--- config.mk ---
export PLATFORM = sky130hd
export DESIGN_NAME = sandbox_host_link
export DESIGN_NICKNAME = d
export VERILOG_FILES = /design/src/rtl/sandbox_host_link.sv
export SDC_FILE = /design/constraint.sdc
export NUM_CORES = 1
export LEC_CHECK = 0
export ABC_CLOCK_PERIOD_IN_PS = 2900
export BUFFER_PORTS_ARGS = -buffer_cell sky130_fd_sc_hd__buf_2
export CAP_MARGIN = 30
export CORE_ASPECT_RATIO = 2
export CORE_MARGIN = 2
export CORE_UTILIZATION = 60
export CTS_CLUSTER_SIZE = 10
export DETAILED_ROUTE_END_ITERATION = 8
export PLACE_DENSITY = 0.91
export SETUP_SLACK_MARGIN = 0.1
export SKIP_CTS_REPAIR_TIMING = 1
export SLEW_MARGIN = 40
export SYNTH_ARGS = -nofsm -noshare
export SYNTH_HDL_FRONTEND = slang
export SYNTH_SLANG_ARGS = --single-unit
--- constraint.sdc ---
create_clock -name masterClock -period 2.9 [get_ports masterClock]
set_input_delay 0 -clock masterClock [delete_from_list [all_inputs] [get_ports masterClock]]
set_output_delay 0 -clock masterClock [all_outputs]
set_load 0.03 [all_outputs]
--- src/rtl/sandbox_host_link.sv ---
// Host-side UART byte-stream bridge for the sandbox process: assembles 5-byte
// command frames into the command word and serializes 5-byte response frames.
module sandbox_host_link #(
  parameter int TIMEOUT_CYCLES = 1000000
) (
  input  logic        masterClock,
  input  logic        reset,
  input  logic        rxValid,
  input  logic [7:0]  rxByte,
  input  logic        txBusy,
  output logic        txStart,
  output logic [7:0]  txByte,
  output logic        dataReceived,
  output logic [7:0]  control,
  output logic [31:0] inputData,
  input  logic        clearDR,
  input  logic        transmitData,
  input  logic [7:0]  status,
  input  logic [31:0] outputData,
  input  logic        clearErr,
  output logic [2:0]  errFlags
);

  localparam int TimerWidth = $clog2(TIMEOUT_CYCLES);
  localparam logic [TimerWidth-1:0] TimerLast = TimerWidth'(TIMEOUT_CYCLES - 1);

  typedef enum logic [1:0] {
    RX_IDLE    = 2'd0,
    RX_COLLECT = 2'd1,
    RX_HOLD    = 2'd2,
    RX_WAIT    = 2'd3
  } rxState_t;

  typedef enum logic [1:0] {
    TX_IDLE = 2'd0,
    TX_SEND = 2'd1,
    TX_GAP  = 2'd2
  } txState_t;

  rxState_t              rxState;
  logic [2:0]            rxCount;
  logic [7:0]            controlShadow;
  logic [23:0]           dataShadow;
  logic [TimerWidth-1:0] rxTimer;

  txState_t              txState;
  logic [39:0]           txShift;
  logic [2:0]            txSent;
  logic                  transmitPrev;

  logic                  txRise;
  logic [2:0]            errSet;

  // Error set conditions and transmit-request edge detect
  always_comb begin
    txRise    = transmitData & ~transmitPrev;
    errSet[0] = rxValid & ((rxState == RX_HOLD) | (rxState == RX_WAIT));
    errSet[1] = (rxState == RX_COLLECT) & ~rxValid & (rxTimer == TimerLast);
    errSet[2] = txRise & (txState != TX_IDLE);
  end

  // Receive FSM: frame assembly, command hold and acknowledge handshake
  always_ff @(posedge masterClock or negedge reset) begin
    if (!reset) begin
      rxState       <= RX_IDLE;
      rxCount       <= 3'd0;
      controlShadow <= 8'h00;
      dataShadow    <= 24'h000000;
      rxTimer       <= '0;
      dataReceived  <= 1'b0;
      control       <= 8'h00;
      inputData     <= 32'h00000000;
    end else begin
      case (rxState)
        RX_IDLE: begin
          if (rxValid) begin
            controlShadow <= rxByte;
            rxCount       <= 3'd1;
            rxTimer       <= '0;
            rxState       <= RX_COLLECT;
          end
        end
        RX_COLLECT: begin
          if (rxValid) begin
            rxTimer <= '0;
            if (rxCount == 3'd4) begin
              control      <= controlShadow;
              inputData    <= {dataShadow, rxByte};
              dataReceived <= 1'b1;
              rxState      <= RX_HOLD;
            end else begin
              dataShadow <= {dataShadow[15:0], rxByte};
              rxCount    <= rxCount + 3'd1;
            end
          end else if (errSet[1]) begin
            // Stale partial frame: the next byte starts a new frame
            rxState <= RX_IDLE;
          end else begin
            rxTimer <= rxTimer + TimerWidth'(1);
          end
        end
        RX_HOLD: begin
          if (clearDR) begin
            dataReceived <= 1'b0;
            rxState      <= RX_WAIT;
          end
        end
        RX_WAIT: begin
          if (!clearDR) begin
            rxState <= RX_IDLE;
          end
        end
        default: begin
          rxState <= RX_IDLE;
        end
      endcase
    end
  end

  // Transmit FSM: latch response on request edge and pace bytes out
  always_ff @(posedge masterClock or negedge reset) begin
    if (!reset) begin
      txState      <= TX_IDLE;
      txShift      <= 40'h0000000000;
      txSent       <= 3'd0;
      transmitPrev <= 1'b0;
      txStart      <= 1'b0;
      txByte       <= 8'h00;
    end else begin
      transmitPrev <= transmitData;
      txStart      <= 1'b0;
      case (txState)
        TX_IDLE: begin
          if (txRise) begin
            txShift <= {status, outputData};
            txSent  <= 3'd0;
            txState <= TX_SEND;
          end
        end
        TX_SEND: begin
          if (!txBusy) begin
            txStart <= 1'b1;
            txByte  <= txShift[39:32];
            txShift <= {txShift[31:0], 8'h00};
            txSent  <= txSent + 3'd1;
            txState <= TX_GAP;
          end
        end
        TX_GAP: begin
          // Gap cycle gives the transmitter time to raise txBusy
          txState <= (txSent < 3'd5) ? TX_SEND : TX_IDLE;
        end
        default: begin
          txState <= TX_IDLE;
        end
      endcase
    end
  end

  // Sticky error flags; a new set condition overrides a same-cycle clear
  always_ff @(posedge masterClock or negedge reset) begin
    if (!reset) begin
      errFlags <= 3'b000;
    end else if (clearErr) begin
      errFlags <= errSet;
    end else begin
      errFlags <= errFlags | errSet;
    end
  end

endmodule

==> results of run 1 <==
through the flow:
step	instance area, µm²	util, %
floorplan	6480	-
global placement	7220	68.5
detailed placement	7220	68.5
CTS	7800	73.9
global route	8350	79.2
finish	8350	79.2
power groups by stage:
stage	combinational (W)	clock (W)	sequential, W
floorplan	0.00148	0	0.00418
global placement	0.00281	0	0.00360
detailed placement	0.00296	0	0.00369
CTS	0.00301	0.00220	0.00369
global route	0.00334	0.00230	0.00381
finish	0.00314	0.00219	0.00374
layer usage:
| metal | GRT usage [%] | vias to the layer above | routed length (µm) |
|---|---|---|---|
| met5 | 0 | - | 0 |
| met4 | 11.9 | 0 | 634 |
| met3 | 6.14 | 50 | 870 |
| met2 | 52.1 | 220 | 9790 |
| met1 | 27.2 | 2469 | 5750 |
| li1 | - | 2181 | - |
cell families after synthesis:
kind of cell    count (synthesis)  synth area share (%)
flops                         156                  60.3
xor+xnor                       11                  1.49
simple gates                  113                  8.63
compound gates                 82                  7.45
fa+ha+maj                       4                 0.773
buf+inv                        37                  2.20
mux                           114                  19.2
worst max path at each step:
stage	startpoint	end	slack, ns	cells after the start
6_report	rxTimer[8]	rxState[0]	0.71	5
5_1_grt	rxTimer[8]	rxState[0]	0.57	5
4_1_cts	rxTimer[7]	rxState[0]	0.76	5
3_5_place_dp	txState[0]	txShift[19]	0.83	6
3_3_place_gp	txState[0]	txShift[27]	0.93	6
2_1_floorplan	transmitPrev	txShift[2]	1.03	6
flip-flops by register name, indices dropped and copies added (netlist names), named ones only:
register	count
dataShadow	24
txStart	1
inputData	32
rxTimer	20
errFlags	3
txState	2
rxState	1
dataReceived	1
txShift	40
transmitPrev	1
rxCount	3
control	8
txSent	3
controlShadow	8
txByte	8
placed cells by master (no fill, tap or decap), types with 4 or more instances in the layout:
master	instances
dfrtp_1	156
buf_2	106
mux2_2	82
dlygate4sd3_1	55
nand2_1	48
o21ai_0	47
mux2i_1	32
clkbuf_16	17
nor2_1	14
nand3_1	12
a21oi_1	12
buf_4	12
inv_1	10
a22o_1	9
or4_1	8
xor2_1	7
inv_6	7
nor2b_1	6
o31ai_1	6
xnor2_1	4
ha_1	4
synth_stat cells, types with 3 or more instances:
master	n
buf_1	3
nand2_1	48
xnor2_1	4
ha_1	4
o21ai_0	47
nand3_1	12
clkbuf_1	21
nor2b_1	7
nor4_1	3
inv_1	10
o31ai_1	6
mux2_2	82
a22o_1	9
a21oi_1	12
dfrtp_1	156
nand2b_1	3
nor3_1	3
nor2_1	16
mux2i_1	32
buf_2	3
xor2_1	7
or4_1	8
worst register-to-register path: cells and delay by family, from the launching register on:
kind | cells | cell delay, ns
AO/OA/AOI/OAI | 2 | 0.73
flip-flops | 1 | 0.44
multiplexers | 1 | 0.30
AND/OR/NAND/NOR | 2 | 0.60
area by class of cell:
type                       instances  share of cell area (%)
sequential                       156                    46.7
multi-input combinational        324                    29.4
timing repair buffer             175                    14.4
clock buffer                      17                    5.09
tap                              137                    2.05
clock inverter                    15                    1.81
inverter                          10                   0.449
antenna                            2                  0.0599
==> metrics.md, run 1 <==
| Metric | Value |
|---|---|
| Pre-CTS setup slack | 0.832 ns |
| P_sw | about 0.0035 W |
| Sw frac | between 30 and 40% |
| Synth top area share | 60.3% |
| Worst path most repeated cell | o21ai_0 |
| RSZ-0062 raised after global routing | no |
| Bufs on Longest Clock Path | 2 |
| Overall Global Routing Usage | a little over a quarter |
| WP data required | about 3.2 ns |
| Worst stage delay on the critical path | 0.51 ns |
| Synthesized cell area | 0.00648 mm² |
| Core footprint | ~0.011 mm² |
| CTS Root Cell | clkbuf_16 |
| Slew HR | between 40 and 50% |
| Pins Over Slew Limit | 0 |
| Clock Sinks | 156 |
| Fraction of layout instances using a drive strength above 1 | 34.4% |
| Final hold slack | 0.143 ns |
| Register area | 0.00390 mm² |
| Post-route setup slack | 0.707 ns |
| Endpoints failing hold | 0 |
| Power, Total | 0.00906 W |
| Syn Inst Count | 517 |
| Final Wtd Congestion | about 0.79 |
| Critical path's slowest cell | o21ai_0 |
| Drt first pass iters | 5 |
| Ports | 108 |
| CP Cell Sequence | nor4b_1 -> nand4_1 -> o21ai_0 -> o21ai_0 -> mux2_2 |
| Status | finished clean |
| Startpoint Class | flip-flop |
| Flop pwr share | 41.2% |
| Die height | roughly 150 µm |
| WP buf/inv | 0 |
| Drt drc | 0 |
| Pleak | 3.91 nW |
| R2R Setup Slk | 0.71 ns |
| Area Growth Syn to Fin | 28.9% |
| Type of the worst setup path | flip-flop to flip-flop |
| Initial antenna violation count | 2 |
| P_int | around 0.0056 W |
| Fin Setup TNS | 0 ns |
| Final WL | between 15000 and 20000 µm |
| Global-route wire length before repair | 24200 µm |
| Worst EP arrival | 2.50 ns |
| Max VDD drop | 0.000723 V |
| Critical path's top delay family | compound AO/OA/AOI/OAI gates |
| Die area | around 0.012 mm² |
| DIE WIDTH | 77.5 µm |
| Top post-synthesis cells by area | dfrtp_1 60%, mux2_2 14%, mux2i_1 4.9% |
| Vias in the first global route | 4918 |
| Top FF cell, synth | dfrtp_1 |
| Post-DP HPWL | 9800 µm |
| Finish-stage setup viols | 0 |
| NumNets Final | 743 |
| Grt ovf | 0 |
| Fmax | around 0.46 GHz |
| Flops & latches, synth | 156 |
| Worst-skew pair later-pin latency | around 0.43 ns |
| Tmin final | around 2.2 ns |
| Clock skew | 0.00827 ns |
| Seq/Total Area, Yosys | 60.3% |
| Worst hold path class | input pin to asynchronous set/reset pin |
| Placed Cells | 747 |
| CP max FO | 5 |
| CTS tree | done |
| Port bufs | 107 |
| Final ANT Viol Nets | 0 |
| Reg2reg start | rxTimer[8] |
| Worst R2R End | rxState[0] |
| Yosys Warn Count | 0 |
| Rows | 53 |
| Synth cell types | 39 |
| Post-DR wirelength/cell | approximately 20 µm |
| Via count | roughly 4.9k |
| Total CTS buffers | 17 |
| Cell taking the most area after synthesis | dfrtp_1 |
| Slew @ Worst Pin | 0.813 ns |
| CP endpoint kind | flip-flop |
| Syn nets | between 500 and 600 |
| Initial Util | 61.4% |
| CTS clk-pin slew, worst paths | 0.07 ns |
| Largest net degree at the start of global routing | 76 |
| Combinational Power Share | about 35% |
| Multi-input logic area | 0.00245 mm² |
| # Max-Cap Violations | 0 |
| Async SR Flop Fraction | 100% |
| R2r worst-path depth | 5 |
| Crit share post-route | between 70% and 80% |
| Clock network fraction of design power | 24.1% |
| Layout Cells excl Fill | 836 |
| Syn_area_per_cell | between 10 and 15 µm² |
| H-tree Lvls | 4 |
| Via density | ~5.9 |
| PD cells | 1080 mW/mm² |
| # fillers | 536 |
| Initial drt markers | around 370 |
| EDFF count, synth | 0 |
No activity file was read; power rests on OpenSTA's default activity.
==> inputs of run 2 (changes only) <==
--- a/config.mk
+++ b/config.mk
@@ -5,15 +5,15 @@
 export SDC_FILE = /design/constraint.sdc
 export NUM_CORES = 1
 export LEC_CHECK = 0
-export ABC_CLOCK_PERIOD_IN_PS = 2900
+export ABC_CLOCK_PERIOD_IN_PS = 1800
 export BUFFER_PORTS_ARGS = -buffer_cell sky130_fd_sc_hd__buf_2
 export CAP_MARGIN = 30
 export CORE_ASPECT_RATIO = 2
 export CORE_MARGIN = 2
-export CORE_UTILIZATION = 60
+export CORE_UTILIZATION = 51
 export CTS_CLUSTER_SIZE = 10
 export DETAILED_ROUTE_END_ITERATION = 8
-export PLACE_DENSITY = 0.91
+export PLACE_DENSITY = 0.83
 export SETUP_SLACK_MARGIN = 0.1
 export SKIP_CTS_REPAIR_TIMING = 1
 export SLEW_MARGIN = 40
==> constraint.sdc (replaced) <==
create_clock -name masterClock -period 1.8 [get_ports masterClock]
set_input_delay 0 -clock masterClock [delete_from_list [all_inputs] [get_ports masterClock]]
set_output_delay 0 -clock masterClock [all_outputs]
set_load 0.03 [all_outputs]
==> run 2 against run 1 <==
  * The run now ends with setup timing left
  * Cell count rose by 7.2%
  * Global-route usage fell by 6.2 points
  * Routed wire length barely moved
  * Clock skew rose by 0.0073 ns
  * Sequential share of layout area fell by 4.1 points
  * First-iteration DRC count fell by 39%
  * Worst setup slack got worse by 0.80 ns
  * Maximum frequency rose by 16%
  * Cell area rose by 9.8%
  * Die area rose by 17%
  * Sequential power rose by 59%
  * Critical path type unchanged
==> metrics.md, run 2 (synthesized netlist as in run 1, its figures left out) <==
| Metric | Value |
|---|---|
| Post-DR wirelength/cell | 19.0 µm |
| Clock Sinks | 156 |
| Post-route setup slack | -0.0886 ns |
| Port bufs | 107 |
| CP startpoint | rxTimer[13] |
| H-tree Lvls | 4 |
| Critical path's slowest cell | dfrtp_1 |
| Max reg flops | 40 |
| Via density | around 5.5 |
| Crit share post-route | 105% |
| CTS clk-pin slew, worst paths | 0.07 ns |
| Placed Area | 0.00753 mm² |
| Rows | 58 |
| Initial Util | 51.9% |
| Total CTS buffers | 17 |
| Pleak | 4.27 nW |
| Die height | 163 µm |
| Drt first pass iters | 4 |
| Area Growth Syn to Fin | 41.5% |
| CP endpoint kind | flip-flop |
| Initial drt markers | approximately 220 |
| Endpoints failing hold | 0 |
| Most frequent cells in the layout | 153 x dfrtp_1, 106 x buf_2, 65 x mux2_2 |
| Startpoint Class | flip-flop |
| PD cells | 1650 mW/mm² |
| Slew @ Worst Pin | 0.554 ns |
| Layout Cells excl Fill | 896 |
| Slew HR | 63.1% |
| CTS Root Cell | clkbuf_16 |
| Post-DP HPWL | 9770 µm |
| Fmax | 0.529 GHz |
| Worst hold path class | input pin to asynchronous set/reset pin |
| Post-route cell area | slightly above 0.009 mm² |
| CTS tree | done |
| Most common cell after layout, fill and taps aside | dfrtp_1 |
| Grt ovf | 0 |
| Pre-CTS setup slack | -0.157 ns |
| Biggest regs | txShift: 40 flops, inputData: 32 flops, dataShadow: 24 flops |
| Overall Global Routing Usage | around a fifth |
| Core footprint | 0.0125 mm² |
| Worst-skew pair later-pin latency | 0.42 ns |
| Pins Over Slew Limit | 0 |
| Drt drc | 0 |
| # Max-Cap Violations | 0 |
| Worst EP arrival | around 2.2 ns |
| Worst R2R End | rxTimer[0] |
| Clock skew | 0.0156 ns |
| Final hold slack | between 0.01 and 0.015 ns |
| Max VDD drop | 0.00118 V |
| Vias in the first global route | a little under 5k |
| Global-route wire length before repair | roughly 23000 µm |
| Type of the worst setup path | flip-flop to flip-flop |
| Final Wtd Congestion | 0.851 |
| Largest net degree at the start of global routing | around 60 |
| RSZ-0062 raised after global routing | yes |
| Via count | 4963 |
| Fraction of layout instances using a drive strength above 1 | a little over two fifths |
| Bufs on Longest Clock Path | 2 |
| Final ANT Viol Nets | 0 |
| # fillers | 753 |
| DIE WIDTH | 83.7 µm |
| Die area | 0.0137 mm² |
| Antenna diode count | 0 |
| Final WL | 17100 µm |
| CP Cell Sequence | nor4b_2 -> nand4_1 -> buf_4 -> o21ai_4 -> nor4_2 -> a221o_1 |
| Fin Setup TNS | -0.564 ns |
| Tmin final | 1.89 ns |
| Worst stage delay on the critical path | 0.39 ns |
| Status | finished with violations |
| Reg2reg start | rxTimer[13] |
| WP data required | 2.10 ns |
| Placed Cells | 790 |
| CP max FO | 3 |
| NumNets Final | a little under 800 |
| Largest register by flop count | txShift |
| R2r worst-path depth | 6 |
| Ports | 108 |
| Initial antenna violation count | 0 |
| Finish-stage setup viols | 11 |
| Failing checks | setup timing |
| R2R Setup Slk | -0.09 ns |
[run 2: changes by cell type in the layout (fill, tap and decap cells not counted), moves of 7 or more]
cell	change
buf_12	+9
o21ai_0	-7
buf_4	+32
mux2_2	-17
mux2_4	+17
[run 2: how the worst max path moves through the flow]
| stage | end | slack (ns) |
|---|---|---|
| 2_1_floorplan | rxTimer[15] | -0.05 |
| 3_3_place_gp | rxTimer[17] | -0.07 |
| 3_5_place_dp | rxTimer[17] | -0.16 |
| 4_1_cts | rxTimer[17] | -0.20 |
| 5_1_grt | rxTimer[1] | -0.13 |
| 6_report | rxTimer[0] | -0.09 |
[run 2: final cells by class]
cell class | count | area [µm²] | area share, %
Timing Repair Buffer | 224 | 1760 | 19.2
Sequential cell | 156 | 3910 | 42.6
Tap cell | 150 | 188 | 2.05
Clock inverter | 15 | 169 | 1.84
Inverter | 10 | 37.5 | 0.410
Multi-Input combinational cell | 324 | 2680 | 29.2
Clock buffer | 17 | 425 | 4.64
[run 2: stage by stage]
step	utilization [%]	total power [W]
CTS	65.1	0.0144
global placement	60.3	0.0105
floorplan	-	0.00916
detailed placement	60.3	0.0109
global route	73.4	0.0158
finish	73.4	0.0151
[run 2: worst max-delay path, delay by kind of cell, from the launching register on]
family	cells	cell delay (ns)
and+or+nand+nor	3	0.70
AOI/OAI and AO/OA	2	0.44
DFF	1	0.39
buffers and inverters	1	0.24
[run 2: report_power, final]
part           total (W)  internal, W  switching [W]
combinational    0.00565      0.00254        0.00310
sequential       0.00595      0.00498       0.000972
clock            0.00349      0.00186        0.00163
total             0.0151      0.00938        0.00570
[run 2: layer usage]
layer  track usage [%]  vias to the layer above  share of wire [%]
met1              22.1                     2492                 36
met2              38.8                      153                 57
li1                  -                     2269                  -
met3              4.55                       49                3.1
met4              9.82                        0                3.5
met5                 0                        -                  0
